## src/rtl/player_input_arbiter.sv

```systemverilog
// rtl/player_input_arbiter.sv - buzzer sync/debounce, first-buzz arbitration and game-state handshake
module player_input_arbiter #(
  parameter int WIDTH           = 16,
  parameter int DEBOUNCE_CYCLES = 50000,
  parameter int CNT_W           = 16
) (
  input  logic             clk,
  input  logic             rst,
  input  logic [3:0]       btn,
  input  logic [7:0]       switches,
  input  logic [2:0]       gameStatus,
  input  logic [WIDTH-1:0] p1,
  input  logic [WIDTH-1:0] p2,
  input  logic [WIDTH-1:0] p3,
  input  logic [WIDTH-1:0] p4,
  output logic [1:0]       firstPlayerFlag,
  output logic             playerInputFlag,
  output logic [7:0]       switchInput,
  output logic             allButtons,
  output logic             gameHasStarted,
  output logic [1:0]       screenStatus,
  output logic [1:0]       winnerPlayerNum
);

  typedef enum logic [2:0] {IDLE, READY, ARMED, LOCKED, OVER} state_t;

  localparam logic [CNT_W-1:0] CNT_MAX = CNT_W'(DEBOUNCE_CYCLES - 1);

  state_t           state;
  logic [3:0]       btn_s1, btn_s, db, db_q;
  logic [7:0]       sw_s1, sw_s;
  logic [CNT_W-1:0] cnt [4];
  logic             all_q;
  logic [3:0]       rise;
  logic             all_rise;
  logic [1:0]       first_idx;
  logic [1:0]       best_idx;
  logic [WIDTH-1:0] best_val;

  always_ff @(posedge clk or posedge rst) begin
    if (rst) begin
      btn_s1 <= '0;
      btn_s  <= '0;
      sw_s1  <= '0;
      sw_s   <= '0;
    end else begin
      btn_s1 <= btn;
      btn_s  <= btn_s1;
      sw_s1  <= switches;
      sw_s   <= sw_s1;
    end
  end

  // A level is accepted only after it differs from db for DEBOUNCE_CYCLES straight cycles.
  always_ff @(posedge clk or posedge rst) begin
    if (rst) begin
      db    <= '0;
      db_q  <= '0;
      all_q <= 1'b0;
      allButtons <= 1'b0;
      for (int i = 0; i < 4; i++) cnt[i] <= '0;
    end else begin
      db_q       <= db;
      allButtons <= &db;
      all_q      <= allButtons;
      for (int i = 0; i < 4; i++) begin
        if (btn_s[i] == db[i]) begin
          cnt[i] <= '0;
        end else if (cnt[i] == CNT_MAX) begin
          db[i]  <= btn_s[i];
          cnt[i] <= '0;
        end else begin
          cnt[i] <= cnt[i] + CNT_W'(1);
        end
      end
    end
  end

  assign rise     = db & ~db_q;
  assign all_rise = allButtons & ~all_q;

  always_comb begin
    first_idx = 2'd0;
    if (rise[3]) first_idx = 2'd3;
    if (rise[2]) first_idx = 2'd2;
    if (rise[1]) first_idx = 2'd1;
    if (rise[0]) first_idx = 2'd0;
  end

  // Strict greater-than keeps ties on the lowest player index.
  always_comb begin
    best_idx = 2'd0;
    best_val = p1;
    if (p2 > best_val) begin best_idx = 2'd1; best_val = p2; end
    if (p3 > best_val) begin best_idx = 2'd2; best_val = p3; end
    if (p4 > best_val) begin best_idx = 2'd3; best_val = p4; end
  end

  always_ff @(posedge clk or posedge rst) begin
    if (rst) begin
      state           <= IDLE;
      firstPlayerFlag <= '0;
      playerInputFlag <= 1'b0;
      switchInput     <= '0;
      gameHasStarted  <= 1'b0;
      screenStatus    <= '0;
      winnerPlayerNum <= '0;
    end else begin
      case (state)
        IDLE: begin
          if (all_rise) begin
            state          <= READY;
            gameHasStarted <= 1'b1;
            screenStatus   <= 2'd1;
          end
        end
        READY, ARMED, LOCKED: begin
          if (gameStatus == 3'd4) begin
            state           <= OVER;
            screenStatus    <= 2'd2;
            gameHasStarted  <= 1'b0;
            playerInputFlag <= 1'b0;
            winnerPlayerNum <= best_idx;
          end else if (state == READY) begin
            if (gameStatus == 3'd2) state <= ARMED;
          end else if (state == ARMED) begin
            if (|rise) begin
              firstPlayerFlag <= first_idx;
              switchInput     <= sw_s;
              playerInputFlag <= 1'b1;
              state           <= LOCKED;
            end
          end else if (gameStatus == 3'd3) begin
            playerInputFlag <= 1'b0;
            state           <= READY;
          end
        end
        OVER: begin
          if (all_rise) begin
            state           <= IDLE;
            screenStatus    <= 2'd0;
            winnerPlayerNum <= 2'd0;
          end
        end
        default: state <= IDLE;
      endcase
    end
  end

endmodule
```

## config.mk

```make
export PLATFORM = sky130hd
export DESIGN_NAME = player_input_arbiter
export DESIGN_NICKNAME = d
export VERILOG_FILES = /design/src/rtl/player_input_arbiter.sv
export SDC_FILE = /design/constraint.sdc
export NUM_CORES = 1
export LEC_CHECK = 0
export ABC_AREA = 1
export BUFFER_PORTS_ARGS = -buffer_cell sky130_fd_sc_hd__buf_4
export CAP_MARGIN = 0
export CORE_MARGIN = 10
export CORE_UTILIZATION = 50
export DETAILED_ROUTE_END_ITERATION = 10
export GPL_TIMING_DRIVEN = 0
export PLACE_DENSITY = 0.71
export SYNTH_ARGS = -nofsm -noshare
export SYNTH_HDL_FRONTEND = slang
export SYNTH_SLANG_ARGS = --single-unit
```

## constraint.sdc

```tcl
create_clock -name clk -period 4.35 [get_ports clk]
set_clock_uncertainty 0.05 [all_clocks]
set_input_delay 0.2175 -clock clk [delete_from_list [all_inputs] [get_ports clk]]
set_output_delay 0.2175 -clock clk [all_outputs]
set_load 0.02 [all_outputs]
```

Yosys cells after proc, flatten, opt, wreduce, memory -nomap -nowiden
Cells that the tools add are included.

Register bits: 117. Input bits: 81. Output and inout bits: 17. Word-level logic and storage cells: 120.

Add/subtract/negate cells: 4. $lt $le $gt $ge: 3. Equality and inequality tests: 23. Multiplexer cells: 40. Bitwise operators: 10. Reduce and logical (&&, ||, !) cells: 18.

Operators by type and width (count): $mux 16 (10); $add 16x1->16 const B (4); $eq 16x16->1 const B (4); $gt 16x16->1 (3); $mux 3 (8); $mux 2 (10); $eq 3x2->1 const B (4); $reduce_and 4->1 (3); $ne 5x5->1 const B (2); $reduce_and 5->1 (2); $pmux 3 s3 (1); $mux 1 (8); $ne 2x2->1 const B (4); $reduce_and 2->1 (4); $not 1->1 (7); $eq 3x3->1 const B (2); $pmux 2 s3 (1); $reduce_and 3->1 (2); $reduce_bool 3->1 (2); $and 4x4->4 (1); $eq 1x1->1 (4); $ne 4x4->1 const B (1); $not 4->4 (1); $pmux 2 s2 (1); other kinds (8) (9).

Logic depth before layout (Yosys ltp)
Depth after elaboration: 8. Gate-level depth with buffers: 41.

Least setup slack after synthesis
Ideal clock, no wire load.

Path type: input -> register. From: input port p1[11]. To: register winnerPlayerNum[0]. Library setup time: 0.116 ns. Arrival time: 3.628 ns. Setup slack: 0.555 ns. Stages: 29. Path buffers: 2. Cells stage by stage: inv_1 > ha_1 > a21oi_1 > nand2_1 > a21oi_1 > nand2_1 > nand2_4 > buf_8 > nand2_2 > and2_1 > ha_1 > nand2_1 > nor4_2 > nand2_1 > nand2_1 > nand2_2 > buf_6 > or2_0 > nand2_1 > ha_1 > a21oi_1 > o21a_1 > nand2_1 > nand2_1 > nand2_1 > nand2_1 > nand2_1 > nand2_1 > nand2_1.

Longest elaborated chain between the ends: 8.

RTL lines: from (decl) (RTL line 12) `input logic [WIDTH-1:0] p1,`; $gt 16x16->1 (RTL line 94) `if (p2 > best_val) begin best_idx = 2'd1; best_val = p2; end`; $mux 16 (RTL line 94); $gt 16x16->1 (RTL line 95) `if (p3 > best_val) begin best_idx = 2'd2; best_val = p3; end`; $mux 16 (RTL line 95); $gt 16x16->1 (RTL line 96) `if (p4 > best_val) begin best_idx = 2'd3; best_val = p4; end`; $mux 2 * (RTL line 96); $mux 2 * (RTL line 118) `if (gameStatus == 3'd4) begin`; $pmux 2 s2 * (RTL line 109) `case (state)`; to (signal assigned) (RTL line 123) `winnerPlayerNum <= best_idx;`; to (decl) (RTL line 22) `output logic [1:0] winnerPlayerNum`.

Every way passes the cells marked *; elsewhere a longest branch is shown, timed or not. The select of a mux whose other input is x is not followed. A chain may end at the register's enable or synchronous reset.

Worst setup path after layout
From: input port p1[15]. To: register winnerPlayerNum[1].

Longest elaborated chain between the ends: 8.

RTL lines (RTL line): $gt 16x16->1 (94); $mux 16 * (94); $gt 16x16->1 (95); $mux 16 (95); $gt 16x16->1 (96); $mux 2 * (96); $mux 2 * (118); $pmux 2 s2 * (109).

Marked as above.

==> key figures <==
Power and ir drop
  – Pwr Total: 2.97 mW
  – Worst voltage drop across the vdd grid: 0.323 mV
  – Leakage power figure: 4.18 nW
  – Ratio of total power to cell area: 344 nW/µm²

Placement
  – Gpl congestion: 0.882
  – Count of placed standard cells including taps: 1112
  – Number of input and output port buffers inserted: 97
  – HPWL Detailed: 11900 µm

Logic synthesis
  – Area of the mapped netlist: 6910 µm²
  – Sequential element share of the synthesized area: 42.4%
  – Mapped Avg Cell Area: 8.24 µm²
  – EDFF count, synth: 0
  – Net Count, Synth: 971
  – Yosys Warn Count: 0
  – Count of mapped cells out of synthesis: 838
  – Top_reg_cell synth: dfrtp_1
  – Share of synthesized registers carrying an async set or reset: 100%
  – Cell variety after synth: 42
  – Synth Register Bits: 117

Drt
  – 1st-pass router iterations: 4
  – Post-detailed-route wirelength per cell: 13.5 µm
  – Routed via count: 5741
  – Via-to-Cell Ratio: 4.97
  – Starting DRT DRC Count: 284
  – Number of nets with antenna violations after routing: 0
  – Residual DRC: 0
  – Total wirelength of the detailed-routed design: 15500 µm

CTS
  – Clk_lat worst skew: 410 ps
  – Maximum clock path buffer count: 2
  – Total clock buffers created by CTS: 17
  – Total clock sinks: 117
  – H-tree levels: 4
  – Clock tree root driver cell: clkbuf_16
  – CTS tree: built
  – Clock-pin slew on the worst setup and hold paths: 50 ps

Timing
  – Least-Margin Pin Slew: 798 ps
  – Count of final hold-check violations: 0
  – Achievable clock frequency: 256 MHz
  – Final number of max-transition violations: 0
  – Hold Worst Slack: 243 ps
  – Number of setup violations in the final report: 0
  – Remaining max-slew budget at the tightest pin: 46.4%
  – Time the final worst path needs with I/O delays and setup: 3910 ps
  – Share of the clock period used by the worst path: 89.9%

Floorplanning
  – Height of the die: 138 µm
  – I/O pins: 98
  – Initial core utilization: 51.6%
  – Floorplan die width: 138 µm
  – Number of cell rows: 42
  – Die ar.: 18900 µm²
  – Core Footprint: 13400 µm²

GRT
  – GR Util All Layers: 17.6%
  – Global-route wire length before repair: 26800 µm
  – Pin count of the biggest net entering global routing: 63
  – Number of global-route vias before repair: 5775
  – Grt total ovfl: 0
  – Initial antenna violation count: 0

Worst setup path
  – Stage delay of the slowest cell on the critical path: 340 ps
  – Crit path top cell by count: nand2_1
  – Data required time at the worst endpoint: 4610 ps
  – Critical Path Start Type: primary input
  – Depth of the worst register-to-register path: 10
  – CP arrival: 4170 ps
  – Family with the most delay on the worst path: simple AND/OR/NAND/NOR gates
  – Crit-path slowest cell: nor4_4
  – CP Launch Point: p1[15]
  – Setup slack of the worst register-to-register path: 2490 ps
  – Crit Path Max Fanout: 10
  – Critical R2R Capture: cnt[12]
  – Type of the worst setup path: primary input to flop
  – Worst r2r src: cnt[0]
  – Critical path capture point type: flop
  – Crit path buf inv count: 5

Hold path
  – Worst Min Path Start: gameStatus[0]
  – Depth of the worst hold-timing path: 4
  – Hold WC Path Type: primary input to flop
  – Worst Hold Path EP: state[0]

Finish
  – Layout filler cell count: 1175
  – Non-filler cells, final: 1156
  – Share of post-route cells with drive strength above 1: 20.3%
  – Syn-to-layout area delta: 25.0%
  – Net count, final: 1102
  – Antenna Cells: 0

Run
  – Number of violations of the max-capacitance limit: 0

Status
  – Outcome: finished clean
[cell usage after synthesis, types with 3 or more instances]
master | count | area, µm²
nand4_1 | 15 | 93.8
nand2_1 | 185 | 694
nor2_4 | 5 | 56.3
inv_1 | 100 | 375
xor2_1 | 14 | 123
o21ai_0 | 25 | 125
and2_1 | 17 | 106
dfrtp_1 | 117 | 2930
buf_6 | 3 | 33.8
a21oi_1 | 48 | 240
o21a_1 | 4 | 30.0
a21o_1 | 4 | 30.0
or2_0 | 12 | 75.1
xnor2_1 | 5 | 43.8
o21ai_1 | 3 | 15.0
or2_2 | 3 | 18.8
nand3_1 | 45 | 225
inv_2 | 4 | 15.0
nor4_1 | 12 | 75.1
nand3_2 | 8 | 80.1
nor2_2 | 11 | 68.8
nor3b_1 | 8 | 60.1
nor3_1 | 18 | 90.1
nor3_2 | 6 | 60.1
a31oi_1 | 3 | 18.8
ha_1 | 52 | 651
nand2_2 | 16 | 100
nor2_1 | 78 | 293
[placed cells by master, fill, tap and decap left out, drive strengths merged, types with 2 or more instances in the layout]
master / count
nand2: 202
bufinv: 2
xor2: 14
nor3: 25
xnor2: 5
buf: 105
clkbuf: 23
a21oi: 49
a31oi: 3
o21ai: 28
nor2: 94
nor3b: 9
dfrtp: 117
nand4: 15
nor4: 14
a21o: 4
clkinvlp: 2
ha: 52
and2: 17
nand3: 53
inv: 104
clkinv: 3
dlygate4sd3: 13
or2: 17
a211oi: 2
o21a: 4
[cells by family after synthesis]
kind of cell	share of synthesized area, %
AO/OA/AOI/OAI	7.50
adder cells (fa/ha/maj)	9.42
AND/OR/NAND/NOR	31.6
buffers and inverters	6.57
multiplexers	0.163
XOR/XNOR	2.41
flip-flops	42.4
[report_power, final]
group,total (mW),internal (mW),switching (mW)
clock,1.36,0.896,0.465
combinational,0.481,0.216,0.265
sequential,1.12,1.11,0.0127
[sequential cells by signal, indices dropped and copies added, names as in the netlist, 2 cells and up]
name             cells
db                   4
sw_s1                8
cnt                 64
db_q                 4
state                3
switchInput          8
sw_s                 8
screenStatus         2
btn_s                4
btn_s1               4
firstPlayerFlag      2
winnerPlayerNum      2
[how the worst max path moves through the flow]
stage / end / slack, ps / cells after the start
finish: winnerPlayerNum[1] / 440 / 30
global route: winnerPlayerNum[0] / -9 / 30
CTS: winnerPlayerNum[1] / 220 / 33
detailed placement: winnerPlayerNum[1] / -200 / 28
global placement: cnt[57] / -260 / 2
floorplan: winnerPlayerNum[0] / 560 / 29
[area by class of cell]
cell class / instances / area (µm²) / area share [%]
plain buffers: 6 / 63.8 / 0.739
clock buffers: 23 / 488 / 5.65
clock inverters: 7 / 97.6 / 1.13
inverters: 104 / 393 / 4.55
multi-input cells: 611 / 3550 / 41.1
flip-flops and latches: 117 / 2930 / 33.9
well taps: 176 / 220 / 2.55
repair buffers: 112 / 893 / 10.3
[through the flow]
stage          utilization (%)  setup WS (ps)  cell area (µm²)  setup TNS [ps]
3_5_place_dp              58.9           -199             7890            -386
3_3_place_gp              58.6           -256             7860          -29420
6_report                  64.4            438             8630               0
4_1_cts                   64.2            223             8600               0
2_1_floorplan                -            555             6910               0
5_1_grt                   64.4          -9.18             8630           -9.18
[metal layers]
layer  track usage (%)  part of all wire, %  vias up  routed length (µm)
li1                  -                    -     3004                   -
met4              4.86                  1.2        0                 180
met3              5.35                  5.5       17                 850
met5                 0                    0        -                   0
met1              22.0                   46     2634                7220
met2              28.8                   47       86                7300
[what timing repair did]
action	in CTS	in global routing
hold buffers	13	0
setup endpoints to repair	0	2
gates resized for setup	0	6
endpoints found under the hold margin	67	0
setup buffers	0	1
[tightest hold or removal path, delay by kind of cell]
| kind | cells | cell delay [ps] |
|---|---|---|
| and+or+nand+nor | 1 | 150 |
| buffers and inverters | 1 | 100 |
| AOI/OAI and AO/OA | 2 | 180 |
Note: power is estimated with default switching activity, not from simulation.
